--- config.mk ---
export PLATFORM = sky130hd
export DESIGN_NAME = nibble_bus_arbiter
export DESIGN_NICKNAME = d
export VERILOG_FILES = /design/src/rtl/nibble_bus_arbiter.sv
export SDC_FILE = /design/constraint.sdc
export NUM_CORES = 1
export LEC_CHECK = 0
export CAP_MARGIN = 20
export CORE_MARGIN = 5
export CORE_UTILIZATION = 37
export DETAILED_ROUTE_END_ITERATION = 16
export PLACE_DENSITY_LB_ADDON = 0.25
export SLEW_MARGIN = 5
export SYNTH_ARGS = -nofsm -noshare
export SYNTH_HDL_FRONTEND = slang
export SYNTH_SLANG_ARGS = --single-unit
--- constraint.sdc ---
create_clock -name CLK -period 1.5 [get_ports CLK]
set_clock_uncertainty 0.05 [all_clocks]
set_input_delay 0.45 -clock CLK [delete_from_list [all_inputs] [get_ports CLK]]
set_output_delay 0.45 -clock CLK [all_outputs]
set_load 0.02 [all_outputs]
--- src/rtl/nibble_bus_arbiter.sv ---
// Two-requester round-robin arbiter that drives the nibble mux select and registers the chosen nibble.
// Defining ARB_TIMEOUT_EN adds a hold counter that preempts a grant after MAX_HOLD contended cycles.
module nibble_bus_arbiter #(
    parameter int WIDTH    = 4,
    parameter int MAX_HOLD = 8
) (
    input  logic             CLK,
    input  logic             RESET,
    input  logic             REQ0,
    input  logic             REQ1,
    input  logic [WIDTH-1:0] D0,
    input  logic [WIDTH-1:0] D1,
    output logic             GNT0,
    output logic             GNT1,
    output logic             SEL,
    output logic [WIDTH-1:0] OUT,
    output logic             OUT_VALID
);

    typedef enum logic [1:0] {
        IDLE   = 2'd0,
        GRANT0 = 2'd1,
        GRANT1 = 2'd2
    } state_t;

    state_t           r_state;
    logic             r_prio;
    logic             r_gnt0;
    logic             r_gnt1;
    logic             r_sel;
    logic             r_valid;
    logic [WIDTH-1:0] r_out;

    logic w_preempt0;
    logic w_preempt1;
    logic w_exit;

`ifdef ARB_TIMEOUT_EN
    logic [7:0] r_count;

    // A grant is cut short only when the hold limit is reached and the other side is waiting.
    assign w_preempt0 = (r_count == 8'(MAX_HOLD)) && REQ1;
    assign w_preempt1 = (r_count == 8'(MAX_HOLD)) && REQ0;

    always_ff @(posedge CLK) begin
        if (RESET) begin
            r_count <= 8'd0;
        end else if (r_state == IDLE) begin
            r_count <= (REQ0 || REQ1) ? 8'd1 : 8'd0;
        end else if (w_exit) begin
            r_count <= 8'd0;
        end else if (r_count != 8'(MAX_HOLD)) begin
            r_count <= r_count + 8'd1;
        end
    end
`else
    assign w_preempt0 = 1'b0;
    assign w_preempt1 = 1'b0;
`endif

    assign w_exit = ((r_state == GRANT0) && (!REQ0 || w_preempt0)) ||
                    ((r_state == GRANT1) && (!REQ1 || w_preempt1));

    always_ff @(posedge CLK) begin
        if (RESET) begin
            r_state <= IDLE;
            r_prio  <= 1'b0;
            r_gnt0  <= 1'b0;
            r_gnt1  <= 1'b0;
            r_sel   <= 1'b0;
            r_valid <= 1'b0;
            r_out   <= '0;
        end else begin
            r_valid <= 1'b0;
            case (r_state)
                IDLE: begin
                    if (REQ0 && (!REQ1 || !r_prio)) begin
                        r_state <= GRANT0;
                        r_gnt0  <= 1'b1;
                        r_sel   <= 1'b0;
                    end else if (REQ1) begin
                        r_state <= GRANT1;
                        r_gnt1  <= 1'b1;
                        r_sel   <= 1'b1;
                    end
                end
                GRANT0: begin
                    if (REQ0) begin
                        r_out   <= D0;
                        r_valid <= 1'b1;
                    end
                    if (w_exit) begin
                        r_state <= IDLE;
                        r_gnt0  <= 1'b0;
                        r_prio  <= 1'b1;
                    end
                end
                GRANT1: begin
                    if (REQ1) begin
                        r_out   <= D1;
                        r_valid <= 1'b1;
                    end
                    if (w_exit) begin
                        r_state <= IDLE;
                        r_gnt1  <= 1'b0;
                        r_prio  <= 1'b0;
                    end
                end
                default: begin
                    r_state <= IDLE;
                    r_gnt0  <= 1'b0;
                    r_gnt1  <= 1'b0;
                end
            endcase
        end
    end

    assign GNT0      = r_gnt0;
    assign GNT1      = r_gnt1;
    assign SEL       = r_sel;
    assign OUT       = r_out;
    assign OUT_VALID = r_valid;

endmodule

Yosys cells after proc, flatten, opt, wreduce, memory -nomap -nowiden
Index checks and enable logic that the tools add are counted.
{"block": "totals", "inputBits": 12, "elab_cells": 57, "output_inout_bits": 8, "ff_bits": 11}
{"block": "op_classes", "n_eq_ne": 11, "muxes": 19, "n_reduce_logical": 18, "n_bitwise": 2}
{"op": "$ne A2 B2 Y1 const B", "count": 7}
{"op": "$reduce_and A3 Y1", "count": 3}
{"op": "$mux W1", "count": 8}
{"op": "$mux W4", "count": 2}
{"op": "$pmux W4 S2", "count": 1}
{"op": "$mux W2", "count": 3}
{"op": "$pmux W1 S3", "count": 2}
{"op": "$pmux W1 S2", "count": 2}
{"op": "$pmux W2 S2", "count": 1}
{"op": "$reduce_and A2 Y1", "count": 2}
{"op": "$reduce_and A4 Y1", "count": 1}
{"op": "$reduce_bool A2 Y1", "count": 2}
{"op": "$logic_and A1 B1 Y1", "count": 3}
{"op": "$logic_not A1 Y1", "count": 3}
{"op": "$ne A3 B3 Y1 const B", "count": 1}
{"op": "$eq A2 B1 Y1 const B", "count": 1}
{"op": "$eq A2 B2 Y1 const B", "count": 1}
{"op": "$logic_not A2 Y1", "count": 1}
{"op": "$logic_or A1 B1 Y1", "count": 2}
{"op": "$ne A2 B1 Y1 const B", "count": 1}
{"op": "$not A1 Y1", "count": 2}
{"op": "$reduce_or A2 Y1", "count": 1}

Logic depth before layout (Yosys ltp)
Gate-level depths: netlist of run 1.
{"block": "logic_depth", "word_depth": 5, "depth_mapped": 8, "mapped_depth_nobuf": 6}

Worst setup path after synthesis of run 1
No wires, ideal clock.
{"block": "synth_timing", "path_type": "register -> register", "startpoint": "register r_state[0]", "endpoint": "register r_state[0]", "stages_incl_launch_ff": 9, "path_slack_ns": 0.063, "arrival_ns": 1.294, "period_less_slack_ns": 1.437, "setup_ns": 0.092, "n_path_buf": 2, "required_time_ns": 1.358, "path_cell_list": "dfxtp_1 inv_1 ha_1 buf_4 nand2b_1 and3_1 buf_6 a21oi_2 o32ai_1"}
{"block": "synth_via", "elab_chain_len": 5, "word_cells_on_any_way": 11, "cone_classes": "eq/ne: 4; mux: 1; reduce/logical: 6"}
{"element": "start: declaration", "line": "26", "text": "state_t r_state;"}
{"element": "start signal: assignment", "line": "66", "text": "r_state <= IDLE;"}
{"element": "start signal: assignment", "line": "78", "text": "r_state <= GRANT0;"}
{"element": "start signal: assignment", "line": "82", "text": "r_state <= GRANT1;"}
{"element": "$eq A2 B1 Y1 or $eq A2 B2 Y1 (tied branches)", "line": "61, 75, 62"}
{"element": "$logic_and A1 B1 Y1 (on tied branches)", "line": "61, 62"}
{"element": "$logic_or A1 B1 Y1", "line": "61", "text": "assign w_exit = ((r_state == GRANT0) && (!REQ0 || w_preempt0)) ||"}
{"element": "$ne A2 B1 Y1 (no line)"}
{"element": "$reduce_and A2 Y1 (no line)"}
Parallel ways exist; a longest one is shown, timed or not.
A chain may end at the register's enable or synchronous reset.

Worst setup path after layout of run 1
{"block": "layout_timing", "startpoint": "register r_state[0]", "endpoint": "register r_state[1]"}
The elaborated chain is that of the path after synthesis.

==> tab_implementation.tex, run 1 <==
\begin{tabular}{lr}
\hline
Metric & Value \\
\hline
\multicolumn{2}{l}{\textbf{Outcome}} \\
\quad Outcome & finished, final reports clean \\
\multicolumn{2}{l}{\textbf{STA}} \\
\quad Final worst path period need & roughly 1500 ps \\
\quad Final worst setup slack & between 40 and 50 ps \\
\quad Tightest Pin Transition & between 400 and 500 ps \\
\quad Final Max Slew Viols & 0 \\
\quad Hold Fails Final Rpt & 0 \\
\quad Final count of negative-setup-slack endpoints & 0 \\
\quad Maximum frequency from static timing analysis & between 600 and 700 MHz \\
\quad Worst slew margin relative to its limit & between 60\% and 70\% \\
\quad Fin crit share & between 90\% and 100\% \\
\multicolumn{2}{l}{\textbf{Job}} \\
\quad Max-cap check violation count & 0 \\
\multicolumn{2}{l}{\textbf{Detailed routing}} \\
\quad Average routed wire per standard cell & roughly 13 µm \\
\quad Overall routed net length & approximately 1400 µm \\
\quad Post-detailed-route count of antenna-violating nets & 0 \\
\quad Initial DRT Pass Iterations & 4 \\
\quad DRC violation count after routing & 0 \\
\quad Via/cell ratio & $\sim$5.0 \\
\quad Initial DRC Count & 4 \\
\quad Vias & roughly 550 \\
\multicolumn{2}{l}{\textbf{Power}} \\
\quad Peak VDD IR & between 0.7 and 0.8 mV \\
\quad Pwr per Cell Area & $\sim$1700 nW/µm² \\
\quad Total Power Consumption & 0.00155 W \\
\quad Leakage power summed over all cells & between 0.3 and 0.4 nW \\
\multicolumn{2}{l}{\textbf{Layout}} \\
\quad Final Net Count & between 100 and 150 \\
\quad Area used by multi-input combinational logic & around 330 µm² \\
\quad Post-layout instance count excluding filler cells & 110 \\
\quad Number of inserted filler cells in the final layout & between 100 and 150 \\
\quad Commonest non-fill, non-tap cell in the layout & sky130\_fd\_sc\_hd\_\_buf\_4 \\
\quad Share of post-route cells with drive strength above 1 & between 20 and 30\% \\
\quad Total inserted antenna cells & 0 \\
\quad Area Growth Syn to Fin & 63.8\% \\
\quad FF+latch area & 223 µm² \\
\quad Commonest cells after routing, fill and taps aside & sky130\_fd\_sc\_hd\_\_buf\_4 (12), sky130\_fd\_sc\_hd\_\_dlygate4sd2\_1 (10), sky130\_fd\_sc\_hd\_\_dfxtp\_1 (9), sky130\_fd\_sc\_hd\_\_clkdlybuf4s50\_1 (9), sky130\_fd\_sc\_hd\_\_nor2\_1 (7) \\
\multicolumn{2}{l}{\textbf{Global route}} \\
\quad Number of antenna violations at the first check in global routing & 0 \\
\quad Grt ovf & 0 \\
\quad Combined global-route utilization of all metal layers & 12.5\% \\
\quad Wire length of the first global-routing pass & about 2400 µm \\
\quad Largest net degree at the start of global routing & 11 \\
\quad Vias in the first global route & between 500 and 600 \\
\multicolumn{2}{l}{\textbf{Floorplanning}} \\
\quad Horizontal die dimension & between 40 and 50 µm \\
\quad Initial core utilization & 38.0\% \\
\quad Total number of placement rows & 14 \\
\quad Top-level port count & 20 \\
\quad DIE HEIGHT & between 40 and 50 µm \\
\quad Die outline area & $\sim$2400 µm² \\
\quad Placeable core region & 1450 µm² \\
\multicolumn{2}{l}{\textbf{Critical path}} \\
\quad Crit start category & register \\
\quad Critical path peak fanout & 3 \\
\quad Beginning of the worst register-to-register path & r\_state[0]\$\_SDFFE\_PP0P\_ \\
\quad Data required, critical path & about 1600 ps \\
\quad Depth of the most critical reg-to-reg path & 5 \\
\quad Worst r2r dst & r\_state[1]\$\_SDFFE\_PP0P\_ \\
\quad Arrival time of the worst setup path & between 1500 and 2000 ps \\
\quad Worst setup EP type & register \\
\quad End of the critical path & r\_state[1]\$\_SDFFE\_PP0P\_ \\
\quad Type of the worst setup path & reg2reg \\
\quad Launch point of the critical path & r\_state[0]\$\_SDFFE\_PP0P\_ \\
\quad FF-to-FF setup slack & 40 ps \\
\multicolumn{2}{l}{\textbf{Clock network}} \\
\quad Clock latency on the worst-skew pair & 270 ps \\
\quad TritonCTS clock tree & built \\
\quad Root buf cell & sky130\_fd\_sc\_hd\_\_clkbuf\_4 \\
\quad Clock-pin slew reported for the worst setup and hold paths after clock tree synthesis & approximately 70 ps \\
\quad H-tree levels & 1 \\
\quad Hold-fix buffers at CTS & 0 \\
\quad CTS Sinks & 11 \\
\quad Largest buffer count on any clock path & 2 \\
\quad Post-cts repair resize count & 13 \\
\quad Post-CTS Setup Bufs & 0 \\
\quad Number of CTS-inserted buffers & 3 \\
\multicolumn{2}{l}{\textbf{Worst hold path}} \\
\quad Path class of the lowest-slack min-delay path & reg2reg \\
\multicolumn{2}{l}{\textbf{Yosys}} \\
\quad Warning count from the yosys run & 0 \\
\quad Sequential area share after synthesis & between 30\% and 40\% \\
\quad Register bit total from synthesis & 11 \\
\quad Mean cell area of the mapped netlist & roughly 9.1 µm² \\
\quad Count of cell types in the netlist & 23 \\
\quad Net count after synthesis & 76 \\
\quad Post-Synthesis Cell Area & approximately 550 µm² \\
\quad Post-Synthesis Cells & between 60 and 70 \\
\multicolumn{2}{l}{\textbf{Placement}} \\
\quad Placed Cells & 106 \\
\quad Input/output buffers & 19 \\
\quad HPWL after detailed placement & approximately 1100 µm \\
\quad Gp weighted congestion & 0.808 \\
\quad Worst setup timing slack at the placement stage & -428 ps \\
\hline
\end{tabular}
## synthesized netlist by cell type
| cell type | number | share of area (%) |
|---|---|---|
| sky130_fd_sc_hd__a21oi_1 | 5 | 4.5 |
| sky130_fd_sc_hd__nor4b_1 | 1 | 1.6 |
| sky130_fd_sc_hd__clkbuf_1 | 1 | 0.68 |
| sky130_fd_sc_hd__a21boi_0 | 1 | 1.4 |
| sky130_fd_sc_hd__dfxtp_1 | 11 | 40 |
| sky130_fd_sc_hd__mux2i_1 | 4 | 7.2 |
| sky130_fd_sc_hd__ha_1 | 3 | 6.8 |
| sky130_fd_sc_hd__o32ai_1 | 1 | 1.6 |
| sky130_fd_sc_hd__and3_1 | 1 | 1.1 |
| sky130_fd_sc_hd__o31ai_1 | 1 | 1.4 |
| sky130_fd_sc_hd__buf_6 | 1 | 2.0 |
| sky130_fd_sc_hd__a21bo_2 | 1 | 1.8 |
| sky130_fd_sc_hd__nor2_1 | 7 | 4.8 |
| sky130_fd_sc_hd__nand2_1 | 3 | 2.0 |
| sky130_fd_sc_hd__a21oi_2 | 1 | 1.6 |
| sky130_fd_sc_hd__or3_1 | 1 | 1.1 |
| sky130_fd_sc_hd__buf_4 | 1 | 1.4 |
| sky130_fd_sc_hd__o211ai_1 | 1 | 1.4 |
| sky130_fd_sc_hd__inv_1 | 4 | 2.7 |
| sky130_fd_sc_hd__nand3b_1 | 1 | 1.4 |
| sky130_fd_sc_hd__o21ai_0 | 1 | 0.90 |
| sky130_fd_sc_hd__a211oi_1 | 7 | 9.5 |
| sky130_fd_sc_hd__nand2b_1 | 3 | 3.4 |
## critical path, stage by stage (launching register included)
cell and delay (ps):
sky130_fd_sc_hd__dfxtp_2 340, sky130_fd_sc_hd__inv_2 70, sky130_fd_sc_hd__ha_1 310, sky130_fd_sc_hd__and3_4 170
sky130_fd_sc_hd__or3_1 350, sky130_fd_sc_hd__o31ai_1 80
## flip-flops by register name (all words and copies together), names as in the netlist
| name | cells |
|---|---|
| SEL | 1 |
| GNT0 | 1 |
| GNT1 | 1 |
| r_prio | 1 |
| OUT | 4 |
| OUT_VALID | 1 |
| r_state | 2 |
## routing by layer
layer	GRT usage [%]	wire, µm
met1	15.9	613
met2	18.5	683
met3	4.91	58
met4	5.38	23
met5	0	0
## kinds of logic (layout without fill, tap and decap cells)
logic type	after synthesis	after routing	share of synthesized area [%]
flops	11	11	39.8
simple gates	17	17	15.4
buf+inv	7	40	6.79
compound gates	19	19	24.0
fa+ha+maj	3	3	6.79
mux	4	4	7.24
## power breakdown
group | internal [W] | switching (W)
clock network | 0.000103 | 0.0000992
logic | 0.000440 | 0.000444
registers | 0.000402 | 0.0000612
total | 0.000944 | 0.000605
## metrics by stage
step           hold WS [ps]  util (%)  setup TNS (ps)  area (µm²)
2_1_floorplan           438         -               0         553
3_3_place_gp            420      58.5           -3060         851
3_5_place_dp            430      58.5           -3360         851
4_1_cts                 442      60.3           -1.30         877
5_1_grt                 484      62.3           -8.05         906
6_report                440      62.3               0         906
## worst min-delay path by stage
stage                         endpoint                     from  slack (ps)  cells past startpoint
2_1_floorplan  r_state[1]$_SDFFE_PP0P_  r_state[1]$_SDFFE_PP0P_         440                      2
3_3_place_gp          SEL$_SDFFE_PP0P_         SEL$_SDFFE_PP0P_         420                      2
3_5_place_dp          SEL$_SDFFE_PP0P_         SEL$_SDFFE_PP0P_         430                      2
4_1_cts               SEL$_SDFFE_PP0P_         SEL$_SDFFE_PP0P_         440                      2
5_1_grt              GNT1$_SDFFE_PP0P_        GNT1$_SDFFE_PP0P_         480                      2
6_report              SEL$_SDFFE_PP0P_         SEL$_SDFFE_PP0P_         440                      2
## layout make-up
cell class	count	share of cell area [%]
Timing Repair Buffer	32	31.8
Inverter	4	1.66
Tap cell	16	2.21
Clock buffer	4	2.90
Multi-Input combinational cell	43	36.9
Sequential cell	11	24.6
(Power assumes the default switching activity.)
==> run 2: changes to the inputs <==
--- a/config.mk
+++ b/config.mk
@@ -14,3 +14,4 @@
 export SYNTH_ARGS = -nofsm -noshare
 export SYNTH_HDL_FRONTEND = slang
 export SYNTH_SLANG_ARGS = --single-unit
+export TNS_END_PERCENT = 30
==> results of run 2 <==
Final layout, timing and power as in run 1 (identical DEF).
